## src/rtl/algo_4ror1w_a3_req_sched_pkg.sv

```systemverilog
// Shared definitions for the 4ror1w_a3 request scheduler.
//   NUMRPT        : number of client read lanes (and memory read ports)
//   A3_*          : default widths/depths of the algorithmic memory
//   wq_entry_t    : one write-queue entry {address, data}
package algo_4ror1w_a3_pkg;

    localparam int NUMRPT     = 4;
    localparam int A3_WIDTH   = 32;
    localparam int A3_BITWDTH = 5;
    localparam int A3_NUMADDR = 8192;
    localparam int A3_BITADDR = 13;

    typedef struct packed {
        logic [A3_BITADDR-1:0] adr;
        logic [A3_WIDTH-1:0]   dat;
    } wq_entry_t;

endpackage

```

## src/rtl/algo_4ror1w_a3_req_sched_if.sv

```systemverilog
// Client-side request bus of the 4ror1w_a3 request scheduler.
//   cl_read   : per-lane read request             (client -> scheduler)
//   cl_rd_adr : read addresses, lane i at [i*BITADDR +: BITADDR]
//   cl_rd_rdy : all asserted read lanes accepted  (scheduler -> client)
//   cl_write  : write request                     (client -> scheduler)
//   cl_wr_adr : write address
//   cl_din    : write data
//   cl_wr_rdy : write accepted this cycle         (scheduler -> client)
// Modports: master = client side, slave = scheduler side.
interface algo_4ror1w_a3_req_sched_if
    import algo_4ror1w_a3_pkg::*;
#(
    parameter int WIDTH   = A3_WIDTH,
    parameter int BITADDR = A3_BITADDR
);

    logic [NUMRPT-1:0]         cl_read;
    logic [NUMRPT*BITADDR-1:0] cl_rd_adr;
    logic                      cl_rd_rdy;
    logic                      cl_write;
    logic [BITADDR-1:0]        cl_wr_adr;
    logic [WIDTH-1:0]          cl_din;
    logic                      cl_wr_rdy;

    modport master (
        output cl_read, cl_rd_adr, cl_write, cl_wr_adr, cl_din,
        input  cl_rd_rdy, cl_wr_rdy
    );

    modport slave (
        input  cl_read, cl_rd_adr, cl_write, cl_wr_adr, cl_din,
        output cl_rd_rdy, cl_wr_rdy
    );

endinterface

```

## src/rtl/algo_4ror1w_a3_req_sched_wqueue.sv

```systemverilog
// Circular write FIFO for the request scheduler.
//   clk, rst     : clock, asynchronous active-low reset (clears pointers/count)
//   push         : enqueue push_entry at the edge
//   pop          : drop the head entry at the edge
//   head_entry   : oldest entry (meaningful only while cnt != 0)
//   cnt          : occupancy, 0..WQDEPTH
//   ent_vld      : per-slot valid flag, indexed by physical slot
//   ent_adr      : per-slot address, indexed by physical slot
// The slot-indexed valid/address view lets the scheduler compare every read
// lane against every live entry without walking the FIFO order.
module algo_4ror1w_a3_wqueue
    import algo_4ror1w_a3_pkg::*;
#(
    parameter int WQDEPTH = 4,
    parameter int BITWQ   = 2
)(
    input  logic                                clk,
    input  logic                                rst,
    input  logic                                push,
    input  wq_entry_t                           push_entry,
    input  logic                                pop,
    output wq_entry_t                           head_entry,
    output logic [BITWQ:0]                      cnt,
    output logic [WQDEPTH-1:0]                  ent_vld,
    output logic [WQDEPTH-1:0][A3_BITADDR-1:0]  ent_adr
);

    wq_entry_t        mem [WQDEPTH];
    logic [BITWQ-1:0] head;
    logic [BITWQ-1:0] tail;

    // pointers wrap naturally because WQDEPTH is a power of two
    always_ff @(posedge clk or negedge rst) begin
        if (!rst) begin
            head <= '0;
            tail <= '0;
            cnt  <= '0;
        end else begin
            if (push) tail <= tail + 1'b1;
            if (pop)  head <= head + 1'b1;
            case ({push, pop})
                2'b10:   cnt <= cnt + 1'b1;
                2'b01:   cnt <= cnt - 1'b1;
                default: cnt <= cnt;
            endcase
        end
    end

    // storage carries no reset: occupancy alone decides what is live
    always_ff @(posedge clk) begin
        if (push) mem[tail] <= push_entry;
    end

    assign head_entry = mem[head];

    // a slot is live when its distance from head is below the occupancy
    for (genvar i = 0; i < WQDEPTH; i++) begin : g_ent
        logic [BITWQ-1:0] offs;
        assign offs       = BITWQ'(i) - head;
        assign ent_vld[i] = ({1'b0, offs} < cnt);
        assign ent_adr[i] = mem[i].adr;
    end

endmodule

```

## src/rtl/algo_4ror1w_a3_req_sched.sv

```systemverilog
// Request scheduler in front of the 4ror1w_a3 algorithmic memory.
// Each cycle it issues either up to four reads or exactly one write.
// Client writes are queued and drained on read-idle cycles, or forcibly when
// reads have starved the queue, the queue is full, or a pending read hits a
// queued write address.
//   clk, rst   : clock, asynchronous active-low reset
//   ready      : memory able to accept commands
//   cl         : client request bus (slave modport)
//   read       : registered read strobes to memory
//   rd_adr     : registered read addresses
//   write      : registered write strobe to memory
//   wr_adr     : registered write address
//   din        : registered write data
//   wq_cnt     : write-queue occupancy
module algo_4ror1w_a3_req_sched
    import algo_4ror1w_a3_pkg::*;
#(
    parameter int WIDTH     = A3_WIDTH,
    parameter int BITADDR   = A3_BITADDR,
    parameter int WQDEPTH   = 4,
    parameter int BITWQ     = 2,
    parameter int MAXSTARVE = 8,
    parameter int BITSTARVE = 4
)(
    input  logic                       clk,
    input  logic                       rst,
    input  logic                       ready,
    algo_4ror1w_a3_req_sched_if.slave  cl,
    output logic [NUMRPT-1:0]          read,
    output logic [NUMRPT*BITADDR-1:0]  rd_adr,
    output logic                       write,
    output logic [BITADDR-1:0]         wr_adr,
    output logic [WIDTH-1:0]           din,
    output logic [BITWQ:0]             wq_cnt
);

    localparam logic [BITWQ:0]       WQ_FULL    = (BITWQ+1)'(WQDEPTH);
    localparam logic [BITSTARVE-1:0] STARVE_MAX = BITSTARVE'(MAXSTARVE);

    wq_entry_t                          push_entry;
    wq_entry_t                          head_entry;
    logic [WQDEPTH-1:0]                 ent_vld;
    logic [WQDEPTH-1:0][A3_BITADDR-1:0] ent_adr;
    logic [BITSTARVE-1:0]               starve_cnt;
    logic                               hazard;
    logic                               drain;
    logic                               push;
    logic                               rd_issue;

    assign push_entry = '{adr: cl.cl_wr_adr, dat: cl.cl_din};

    algo_4ror1w_a3_wqueue #(
        .WQDEPTH (WQDEPTH),
        .BITWQ   (BITWQ)
    ) u_wqueue (
        .clk        (clk),
        .rst        (rst),
        .push       (push),
        .push_entry (push_entry),
        .pop        (drain),
        .head_entry (head_entry),
        .cnt        (wq_cnt),
        .ent_vld    (ent_vld),
        .ent_adr    (ent_adr)
    );

    // read-after-write hazard: any requesting lane against any live entry
    always_comb begin
        hazard = 1'b0;
        for (int l = 0; l < NUMRPT; l++) begin
            for (int e = 0; e < WQDEPTH; e++) begin
                if (cl.cl_read[l] && ent_vld[e] &&
                    (cl.cl_rd_adr[l*BITADDR +: BITADDR] == ent_adr[e]))
                    hazard = 1'b1;
            end
        end
    end

    assign drain = ready && (wq_cnt != '0) &&
                   ((cl.cl_read == '0) || (starve_cnt == STARVE_MAX) ||
                    (wq_cnt == WQ_FULL) || hazard);

    // handshakes are held low while reset is asserted
    assign cl.cl_rd_rdy = rst && ready && !drain;
    assign cl.cl_wr_rdy = rst && ready && (wq_cnt < WQ_FULL);

    assign push     = cl.cl_write && cl.cl_wr_rdy;
    assign rd_issue = (cl.cl_read != '0) && cl.cl_rd_rdy;

    // command register stage: one write or a read group, never both.
    // Addresses/data hold their last value when the matching strobe is low.
    always_ff @(posedge clk or negedge rst) begin
        if (!rst) begin
            read       <= '0;
            rd_adr     <= '0;
            write      <= 1'b0;
            wr_adr     <= '0;
            din        <= '0;
            starve_cnt <= '0;
        end else begin
            if (drain) begin
                write  <= 1'b1;
                wr_adr <= head_entry.adr;
                din    <= head_entry.dat;
                read   <= '0;
            end else if (rd_issue) begin
                read   <= cl.cl_read;
                rd_adr <= cl.cl_rd_adr;
                write  <= 1'b0;
            end else begin
                read   <= '0;
                write  <= 1'b0;
            end

            // counts read issues that bypass a non-empty queue
            if ((wq_cnt == '0) || drain)
                starve_cnt <= '0;
            else if (rd_issue && (starve_cnt != STARVE_MAX))
                starve_cnt <= starve_cnt + 1'b1;
        end
    end

endmodule

```

## src/flat_wrapper.sv

```systemverilog
// flat-port wrapper written by rule: the top's interface ports become plain ports
module algo_4ror1w_a3_req_sched_flat import algo_4ror1w_a3_pkg::*;
#(
    parameter int WIDTH     = A3_WIDTH,
    parameter int BITADDR   = A3_BITADDR,
    parameter int WQDEPTH   = 4,
    parameter int BITWQ     = 2,
    parameter int MAXSTARVE = 8,
    parameter int BITSTARVE = 4
)
  (clk, rst, ready, read, rd_adr, write, wr_adr, din, wq_cnt, cl_cl_read, cl_cl_rd_adr, cl_cl_write, cl_cl_wr_adr, cl_cl_din, cl_cl_rd_rdy, cl_cl_wr_rdy);
  algo_4ror1w_a3_req_sched_if #(.WIDTH(WIDTH), .BITADDR(BITADDR)) cl_i ();
  input  logic clk;
  input  logic rst;
  input  logic ready;
  output logic [NUMRPT-1:0] read;
  output logic [NUMRPT*BITADDR-1:0] rd_adr;
  output logic write;
  output logic [BITADDR-1:0] wr_adr;
  output logic [WIDTH-1:0] din;
  output logic [BITWQ:0] wq_cnt;
  input wire logic [$bits(cl_i.cl_read)-1:0] cl_cl_read;
  input wire logic [$bits(cl_i.cl_rd_adr)-1:0] cl_cl_rd_adr;
  input wire logic [$bits(cl_i.cl_write)-1:0] cl_cl_write;
  input wire logic [$bits(cl_i.cl_wr_adr)-1:0] cl_cl_wr_adr;
  input wire logic [$bits(cl_i.cl_din)-1:0] cl_cl_din;
  output wire logic [$bits(cl_i.cl_rd_rdy)-1:0] cl_cl_rd_rdy;
  output wire logic [$bits(cl_i.cl_wr_rdy)-1:0] cl_cl_wr_rdy;
  assign cl_i.cl_read = cl_cl_read;
  assign cl_i.cl_rd_adr = cl_cl_rd_adr;
  assign cl_i.cl_write = cl_cl_write;
  assign cl_i.cl_wr_adr = cl_cl_wr_adr;
  assign cl_i.cl_din = cl_cl_din;
  assign cl_cl_rd_rdy = cl_i.cl_rd_rdy;
  assign cl_cl_wr_rdy = cl_i.cl_wr_rdy;
  algo_4ror1w_a3_req_sched #(.WIDTH(WIDTH), .BITADDR(BITADDR), .WQDEPTH(WQDEPTH), .BITWQ(BITWQ), .MAXSTARVE(MAXSTARVE), .BITSTARVE(BITSTARVE)) u_core (.clk(clk), .rst(rst), .ready(ready), .cl(cl_i), .read(read), .rd_adr(rd_adr), .write(write), .wr_adr(wr_adr), .din(din), .wq_cnt(wq_cnt));
endmodule
```

## config.mk

```make
export PLATFORM = sky130hd
export DESIGN_NAME = algo_4ror1w_a3_req_sched_flat
export DESIGN_NICKNAME = d
export VERILOG_FILES = /design/src/rtl/algo_4ror1w_a3_req_sched_pkg.sv /design/src/rtl/algo_4ror1w_a3_req_sched_if.sv /design/src/rtl/algo_4ror1w_a3_req_sched_wqueue.sv /design/src/rtl/algo_4ror1w_a3_req_sched.sv /design/src/flat_wrapper.sv
export SDC_FILE = /design/constraint.sdc
export NUM_CORES = 1
export LEC_CHECK = 0
export ABC_AREA = 1
export CORE_ASPECT_RATIO = 0.8
export CORE_MARGIN = 10
export CORE_UTILIZATION = 51
export CTS_BUF_LIST = sky130_fd_sc_hd__clkbuf_8
export DETAILED_ROUTE_END_ITERATION = 10
export PLACE_DENSITY = 0.79
export SKIP_CTS_REPAIR_TIMING = 1
export SLEW_MARGIN = 20
export SYNTH_ARGS = -nofsm -noshare
export SYNTH_HDL_FRONTEND = slang
export SYNTH_SLANG_ARGS = --single-unit
export TNS_END_PERCENT = 1
```

## constraint.sdc

```tcl
create_clock -name clk -period 3.61 [get_ports clk]
set_input_delay 0.5415 -clock clk [delete_from_list [all_inputs] [get_ports clk]]
set_output_delay 0.5415 -clock clk [all_outputs]
set_load 0.03 [all_outputs]
```

==> flow_metrics.tcl <==
set metrics [dict create \
    core_mm2 0.02743 \
    timing.rr.start "u_core.u_wqueue.cnt[1]" \
    routed-wl-met3_um 4081 \
    powerDensity_mw_per_mm2 659.3 \
    ios 212 \
    synth-edff-count 180 \
    worstSetupPathType "reg -> out" \
    outcome "complete, no violations" \
    grt-ovfl-total 0 \
    tightestPinTransition_ns 0.8521 \
    rrSetupSlack_ns 0.44 \
    grt_max_degree 59 \
    crit_path_start "u_core.u_wqueue.cnt[1]" \
    placed_area_mm2 0.01709 \
    first_pass_iters 6 \
    dr_total_vias 12650 \
    synth_top_area_share_pct 37.76 \
    finish.utilization_pct 65.79 \
    ys_types 38 \
    peakVddDrop_uv 597.3 \
    clk_path_buf_depth 3 \
    yosys_warnings 0 \
    slew_viol_final 0 \
    cts_tree "built" \
    period_needed_ns 3.450 \
    cts_sinks 293 \
    rows 54 \
    synthesis.area_mm2 0.01432 \
    start_util_pct 52.19 \
    wl_per_cell_um 21.75 \
    hp-class "in -> async" \
    ant_nets 0 \
    synthTopCellsByArea "edfxtp_1, dfrtp_1, nand2_1" \
    rsz0062_at_grt "no" \
    ys_ff_latch 293 \
    syn_to_final_growth_pct 26.05 \
    synthTopCellsByCount "nand2_1, edfxtp_1, inv_1, nor2_1, nand3_1" \
    antenna_found_initial 1 \
    cts_root_buf "clkbuf_8" \
    grt.total_usage_pct 27.48 \
    synth_cells 1621 \
    antenna_cells 0 \
    dieWidth_um 207.3 \
    vias_per_cell 5.571 \
    synth_nets 1738 \
    async_reset_ff_share_pct 38.57 \
    r2r_end "u_core.starve_cnt[1]" \
    drcViolationCount 0 \
    chipHeight_um 169.9 \
    clock-skew-final_ns 0.03181 \
    required_ns 3.07 \
    endpoint "cl_cl_rd_rdy" \
    path_clk_slew_ns 0.06 \
    arrival_ns 2.91 \
    final_nets 1986 \
    hold_violations 0 \
    design_area_mm2 0.01805 \
    grt_pass1_vias 12430 \
    dr_wl_met2_um 23450 \
    r2r.worst_path.cells 19 \
    synth_seq_area_share_pct 57.51 \
    place_congestion 1.008 \
    wl_met1_um 20580 \
    maxSlewHeadroom_pct 43.06 \
    io_buffer_count 211 \
    ctsHtreeMaxLevel 2 \
    synth_flop_cell "edfxtp_1" \
    top_layer_used "met5" \
    endpoint_kind "primary output" \
    setup_viol 0 \
    die-area_mm2 0.03521 \
    drive_above_1_share_pct 8.604 \
    fin_crit_sh_pct 95.57 \
    cp-start-kind "flop" \
    clk_latency_ns 0.60 \
    fillers 2311 \
    fmax_mhz 289.8 \
    maxCapViolations 0 \
    drt_iter0_markers 1253 \
    leakage_nw 7.832 \
    hpwl_um 35410 \
    grt_pass1_wl_um 75840 \
    cts_buffers 45 \
    wirelength_um 49370 \
    syn_area_per_cell_um2 8.832 \
    fin_tns_setup_ns 0 \
    yosysMostFrequentCell "nand2_1" \
    critPathMaxFanout 6 \
    synth_top_cell_by_area "edfxtp_1" \
]
cells in the final DEF (no fill, tap or decap), types with 2 or more instances in the layout:
| master | synthesis | layout |
|---|---|---|
| nand2_1 | 548 | 546 |
| clkdlybuf4s50_1 | 0 | 209 |
| edfxtp_1 | 180 | 180 |
| inv_1 | 134 | 146 |
| nand3_1 | 130 | 129 |
| nor2_1 | 132 | 126 |
| dfrtp_1 | 113 | 111 |
| o21ai_0 | 88 | 88 |
| nand4_1 | 62 | 62 |
| clkbuf_8 | 0 | 51 |
| buf_4 | 4 | 40 |
| o22ai_1 | 35 | 35 |
| xnor2_1 | 23 | 23 |
| xor2_1 | 20 | 20 |
| a21oi_1 | 19 | 19 |
| inv_2 | 13 | 17 |
| o21ai_1 | 12 | 12 |
| nor3_1 | 12 | 12 |
| o21ai_2 | 12 | 12 |
| ha_1 | 11 | 10 |
| buf_12 | 0 | 10 |
| clkinv_2 | 0 | 7 |
| clkinv_1 | 2 | 6 |
| nor2_4 | 0 | 5 |
| nand2_2 | 1 | 3 |
| nor2_2 | 1 | 2 |
| o211ai_1 | 2 | 2 |
| nand3_2 | 1 | 2 |
| nand3b_1 | 2 | 2 |
| dfrtp_2 | 0 | 2 |
worst max-delay path, cell delays in order (launching register included):
cell and delay, ns:
dfrtp_1 0.44, inv_2 0.14, ha_1 0.32, inv_1 0.04, a21oi_1 0.19, nor2_2 0.09
nor2_1 0.20, nand3_1 0.10, nand2_1 0.08, clkinv_1 0.06, nand2_2 0.08, nor2_1 0.05
nand3_2 0.09, nand2_4 0.07, buf_12 0.13, nand2_1 0.07, inv_2 0.05, buf_12 0.13
state kept, by name, indices dropped and copies added, names as in the netlist:
name,flops
u_core.u_wqueue.mem,180
u_core.rd_adr,52
u_core.u_wqueue.cnt,3
u_core.wr_adr,13
u_core.read,4
u_core.write,1
u_core.din,32
u_core.starve_cnt,4
u_core.u_wqueue.head,2
u_core.u_wqueue.tail,2
worst min path at each step:
stage              startpoint                 to  slack (ns)  depth (start not counted)
6_report                  rst  u_core.rd_adr[15]        0.18                          2
4_1_cts                   rst  u_core.rd_adr[17]        0.18                          2
3_5_place_dp   u_core.din[11]     u_core.din[11]        0.46                          2
5_1_grt                   rst  u_core.rd_adr[17]        0.22                          2
2_1_floorplan             rst      u_core.din[0]        0.25                          0
3_3_place_gp   u_core.din[11]     u_core.din[11]        0.46                          2
power breakdown:
group	total [mW]	switching (mW)	internal [mW]
registers	4.47	0.376	4.09
clock network	2.73	1.35	1.39
logic	4.69	3.03	1.66
per-layer routing:
layer	track usage [%]	vias to the layer above
met5	0	-
met4	8.806	2
met3	5.141	106
met2	44.90	611
met1	36.50	6034
li1	-	5894
cells by family (layout without fill, tap and decap cells):
family / count (synthesis) / count (layout) / share of synthesized area [%]
buffers and inverters: 209 / 494 / 5.969
flip-flops: 293 / 293 / 57.51
AND/OR/NAND/NOR: 893 / 893 / 26.10
adder cells (fa/ha/maj): 12 / 12 / 1.101
AO/OA/AOI/OAI: 171 / 171 / 6.695
XOR/XNOR: 43 / 43 / 2.631
area by class of cell:
class	instances	area [um2]	share of cell area, %
well taps	364	455.4	2.524
repair buffers	260	2604	14.43
flip-flops and latches	293	8235	45.64
inverters	150	565.5	3.134
clock inverters	33	192.7	1.068
multi-input cells	1119	5291	29.32
clock buffers	51	701.9	3.890
stage by stage:
stage	hold slack, ns	total power [mW]	setup WS, ns	cells
floorplan	0.2459	7.135	-0.1601	1621
global placement	0.4633	9.050	0.01175	2183
global route	0.2220	12.52	0.001942	2270
detailed placement	0.4649	9.147	-0.05433	2183
finish	0.1775	11.90	0.1598	2270
CTS	0.1847	11.88	-0.07537	2267
No activity file was read; power rests on OpenSTA's default activity.
